`config.mk`:
```
export PLATFORM = sky130hd
export DESIGN_NAME = arb_mux_n
export DESIGN_NICKNAME = d
export VERILOG_FILES = /design/src/rtl/arb_mux_n.sv
export SDC_FILE = /design/constraint.sdc
export NUM_CORES = 1
export LEC_CHECK = 0
export BUFFER_PORTS_ARGS = -buffer_cell sky130_fd_sc_hd__buf_2
export CAP_MARGIN = 10
export CORE_MARGIN = 4
export CORE_UTILIZATION = 35
export CTS_CLUSTER_DIAMETER = 40
export DETAILED_ROUTE_END_ITERATION = 8
export PLACE_DENSITY_LB_ADDON = 0.05
export SETUP_SLACK_MARGIN = 0.02
export SYNTH_ARGS = -nofsm -noshare
export SYNTH_HDL_FRONTEND = slang
export SYNTH_SLANG_ARGS = --single-unit
```
`constraint.sdc`:
```
create_clock -name clk -period 2.79 [get_ports clk]
set_input_delay 0.837 -clock clk [delete_from_list [all_inputs] [get_ports clk]]
set_output_delay 0.837 -clock clk [all_outputs]
set_load 0.03 [all_outputs]
```
`src/rtl/arb_mux_n.sv`:
```
// N-channel arbitrating mux: fixed-priority or round-robin winner selection
// feeding a one-entry output register that carries the data word and its channel index.
module arb_mux_n #(
  parameter  int N  = 4,
  parameter  int W  = 8,
  localparam int IW = $clog2(N)
) (
  input  logic           clk,
  input  logic           rst_n,
  input  logic           mode,
  input  logic [N-1:0]   in_valid,
  input  logic [N*W-1:0] in_data,
  output logic [N-1:0]   in_ready,
  output logic           out_valid,
  output logic [W-1:0]   out_data,
  output logic [IW-1:0]  out_ch,
  input  logic           out_ready
);

  logic [IW-1:0] r_ptr;
  logic [IW-1:0] w_win;
  logic          w_any;
  logic          w_ld;

  assign w_ld  = !out_valid || out_ready;
  assign w_any = |in_valid;

  // Round-robin scans offsets N..1 downwards so the smallest offset from
  // ptr+1 is the last assignment and therefore wins.
  always_comb begin
    logic [IW-1:0] v_idx;
    w_win = '0;
    v_idx = '0;
    if (!mode) begin
      for (int i = 0; i < N; i++) begin
        if (in_valid[i]) w_win = IW'(i);
      end
    end else begin
      for (int j = N; j >= 1; j--) begin
        v_idx = IW'((int'(r_ptr) + j) % N);
        if (in_valid[v_idx]) w_win = v_idx;
      end
    end
  end

  always_comb begin
    in_ready = '0;
    if (w_ld && w_any) in_ready = N'(1) << w_win;
  end

  always_ff @(posedge clk or negedge rst_n) begin
    if (!rst_n) begin
      out_valid <= 1'b0;
      out_data  <= '0;
      out_ch    <= '0;
      r_ptr     <= IW'(N - 1);
    end else if (w_ld) begin
      if (w_any) begin
        out_valid <= 1'b1;
        out_data  <= in_data[w_win*W +: W];
        out_ch    <= w_win;
        r_ptr     <= w_win;
      end else begin
        out_valid <= 1'b0;
      end
    end
  end

endmodule

```
Word-level counts from Yosys, hierarchy flattened
Index checks and enable logic that the tools add are counted.

operators by class
  add/sub/neg operators = 4
  $mul = 0
  div/mod/pow operators = 0
  $lt $le $gt $ge = 4
  equal/unequal tests = 0
  shift-type cells = 2
  muxes and demuxes = 18
  bitwise gates (word level) = 0
  reductions and logical operators = 5

operators with widths
  kind                                                                           count
  32-bit by 6-bit indexed part select with 8-bit output                          1
  2-bit two-way mux                                                              7
  2-bit by 3-bit less-than comparator with 1-bit output (second input constant)  4
  1-bit binary-select mux with 2-bit select                                      4
  1-bit two-way mux                                                              6
  2-bit by 1-bit adder with 2-bit output (second input constant)                 2
  2-bit adder (second input constant)                                            2
  4-bit two-way mux                                                              1
  4-bit OR reduction                                                             1
  1-bit by 2-bit << shifter with 4-bit output (first input constant)             1
  2-bit AND reduction                                                            1
  1-bit logical AND                                                              1
  1-bit logical NOT                                                              1
  1-bit logical OR                                                               1

word-level totals
  register bits = 13
  latch bits = 0
  bits in writable memories = 0
  bits in read-only memories = 0
  bits of input ports = 40
  output and inout port bits = 15
  word-level logic and storage cells = 37
  memories = 0

Longest topological paths before layout
  depth after elaboration = 10
  depth in mapped cells = 8
  depth with buffers taken out = 6

Worst setup path after synthesis
OpenSTA, ideal clock, no wires.

  path kind = input -> output
  from = in in_valid[2]
  to = out in_ready[0]
  arrival time = 2.376 ns
  data required time = 1.953 ns
  setup slack = -0.423 ns
  stages = 8
  cell sequence = clkbuf_2 nor2_1 o221ai_1 a21oi_1 nor2_1 or2_2 buf_2 a21oi_1

between the ends
  word-level cells in the longest chain between the ends = 9
  elaborated cells on any way between the ends = 19
  classes of those cells = shift (1); mux (16); reduce/logical (2)

RTL lines
  what                                         RTL line  RTL
  start: declaration                           11        input logic [N-1:0] in_valid,
  1-bit binary-select mux with 2-bit select    41        if (in_valid[v_idx]) w_win = v_idx;
  1-bit two-way mux (not written as such)      41
  2-bit two-way mux (4 in a row)               41
  2-bit two-way mux                            34        if (!mode) begin
  1-bit by 2-bit << shifter with 4-bit output  48        if (w_ld && w_any) in_ready = N'(1) << w_win;
  4-bit two-way mux *                          48
  end: declaration                             13        output logic [N-1:0] in_ready,

Mark *: on every way between the ends. The rest lies on a longest branch, timed or not. The select of a mux whose other input is x is not followed.

Final worst setup path
  from = in in_valid[1]
  to = out in_ready[2]

Same word-level chain as after synthesis.

==> impl_metrics.yaml <==
synth:
  netlist-cell-type-count: 33
  register_bit_total_from_synthesis: 13
  yosys.area.top_type: "dfrtp_1"
  asr_flop_ratio_synth: 1.000
  yosys_warnings: 0
  synth.yosys.seq_area_share: 0.3447
  mappedNetlistArea_um2: 950.9
  post_syn_nets: 144
  count_of_flip_flops_with_a_built_in_enable_after_synthesis: 0
  syn_area_per_cell_um2: 9.143
  synth_common_cells: "11 x dfrtp_1, 11 x nand2_1, 10 x o21ai_0"
  ys_top_cells_by_area: "dfrtp_1 29%, a21bo_2 8.4%, mux2i_1 8.4%"
  area_fraction_of_the_dominant_cell_type_after_synthesis: 0.2895
  synth_top_flop_cell: "dfrtp_1"
  postSynthCellCount: 104
routing:
  num_vias: 1101
  drc: 0
  antenna_violating_nets_post_route: 0
  detailedRoute.firstIterationViolations: 45
  routed_via_density: 4.850
  drt_pass1_iterations: 4
  wl_per_cell_um: 13.05
  finalWirelength_um: 2962
pwr:
  power_density_nw_per_um2: 486.8
  max_ir_drop_vdd_v: 0.0004626
  p_leak_uw: 0.0008424
grt:
  antenna_found_initial: 0
  grt_overflow_total: 0
  grtUsageTotal: 0.1723
  grt_max_degree: 15
  grt_pass1_vias: 1069
  grt_first_pass_wirelength_um: 4726
critical_path:
  critical_path.reg2reg.startpoint: "r_ptr[0]"
  timing.reg2reg.setup_slack_ns: 0.11
  cp_slowest_cell: "o211ai_1"
  critical_path_depth: 7
  critical_path.max_fanout: 5
  timing.critical_path.to_type: "output pin"
  startpoint: "in_valid[1]"
  critPathRequiredTime_ns: 1.95
  path_buf_inv: 3
  number_of_cell_instances_on_the_worst_register_to_register_path: 15
  crit_path_start_kind: "input port"
  crit_path_max_incr_delay_ns: 0.23
  cp_data_arrival_time_ns: 1.95
  endpoint: "in_ready[2]"
  criticalPathCategory: "input port to output pin"
  path_delay_family: "simple AND/OR/NAND/NOR gates"
  crit_chain: "buf_2 > buf_4 > o211ai_1 > nand3_2 > nand2_4 > and2_4 > buf_6"
  timing.rr.end: "out_ch[1]"
timing:
  number_of_pins_exceeding_their_max_slew_limit_in_the_final_report: 0
  worst_hold_slack_ns: 0.4353
  rsz0062_at_grt: "yes"
  clock_skew_ns: 0.002929
  max_freq_ghz: 0.3592
  period_share: 0.9978
  worst_slew_margin: 0.7639
  min_period_ns: 2.784
  final.setup.tns_ns: 0
  setup_viol: 0
  hold_viol_final: 0
  timing_worst_slew_pin_value_ns: 0.3503
floorplan:
  initial_core_util: 0.3736
  core_area_um2: 2545
  die_area_um2: 3615
  die_height_um: 60.13
  floorplan.io_pins: 55
  dieWidth_um: 60.13
  core.rowCount: 18
run_status:
  outcome: "finished, final reports clean"
finish:
  final-instance-count-excl-fill: 227
  reg_area_um2: 327.8
  antennaDiodeCount: 0
  area_growth_syn_to_layout_pct: 79.08
  final_layout_size_suffix_gt1_frac: 0.6599
  nets: 238
  multi_input_area_um2: 651.9
  n_fill_cell: 220
cts:
  clkSlewWorstSetupHoldPaths_ns: 0.08
  tritoncts: "done"
  clockBufferDepth: 2
  ctsHtreeMaxLevel: 1
  cts_inserted_buffers: 3
  clk_latency_ns: 0.26
  cts.root.buffer_cell: "clkbuf_4"
  clock_sinks: 13
placement:
  place_inst: 201
  place_hpwl_um: 2270
  place_congestion: 0.7526
  place.port_buffers: 54
hold_path:
  worst_min_delay_path_category: "input port to asynchronous set/reset pin"
flow_run:
  max_cap_viol: 0
## cell families after synthesis
group | synth area share
AND/OR/NAND/NOR | 0.1961
AO/OA/AOI/OAI | 0.2974
flip-flops | 0.3447
multiplexers | 0.1079
buffers and inverters | 0.04209
adder cells (fa/ha/maj) | 0.01184
## report_power, final
part	leakage [uW]	internal [uW]	switching (uW)	total, uW
logic	0.000672	228	233	461
clock network	0.0000177	52.9	55.9	109
registers	0.000152	232	26.9	259
## worst min path at each step
stage | endpoint | slack [ns] | from
5_1_grt | out_valid | 0.45 | rst_n
2_1_floorplan | r_ptr[0] | 0.49 | r_ptr[0]
3_5_place_dp | out_ch[0] | 0.47 | out_ch[0]
6_report | out_data[7] | 0.44 | rst_n
3_3_place_gp | out_ch[0] | 0.47 | out_ch[0]
4_1_cts | out_data[7] | 0.44 | rst_n
## state kept, by name (all words and copies together) (netlist names)
name	cells
out_data	8
out_ch	2
r_ptr	2
out_valid	1
## cell usage in the layout (no fill, tap or decap), types with 2 or more instances in the layout
master / count
buf_4: 38
nor3_2: 2
a21bo_2: 8
nand2b_1: 2
o211ai_1: 9
nor2_1: 2
mux2_2: 2
nor2_4: 2
dfstp_2: 2
buf_6: 6
mux2i_1: 8
clkbuf_4: 3
o21ai_0: 10
dfrtp_1: 11
nand2_1: 11
buf_2: 47
buf_12: 2
nand3_1: 9
## per-layer routing
layer  wire (um)  track usage  vias up
met2        1357       0.2716       32
li1            -            -      567
met1        1412       0.2493      500
met3         180      0.02160        2
met4          12      0.03797        0
met5           0            0        -
## through the flow
step | area, um^2 | power, uW | util | setup slack, ns
floorplan | 1010 | 502.7 | - | -0.1015
global placement | 1404 | 624.0 | 0.5516 | -0.1346
detailed placement | 1404 | 629.4 | 0.5516 | -0.1741
CTS | 1617 | 803.0 | 0.6352 | -0.04750
global route | 1703 | 881.7 | 0.6691 | -0.05563
finish | 1703 | 828.9 | 0.6691 | 0.006257
## area by class of cell
cell class                      count  area share
Timing Repair Buffer               95      0.3843
Sequential cell                    13      0.1925
Clock inverter                      1    0.002939
Clock buffer                        3     0.01323
Multi-Input combinational cell     84      0.3828
Inverter                            1    0.002204
Tap cell                           30     0.02204
## what timing repair did
| item | CTS | global route |
|---|---|---|
| hold buffers | 0 | 0 |
| pin swaps | 11 | 11 |
| buffers inserted | 14 | 7 |
| gates resized for setup | 19 | 8 |
| setup endpoints to repair | 4 | 6 |
| gates cloned | 1 | 0 |
Note: power is estimated with default switching activity, not from simulation.
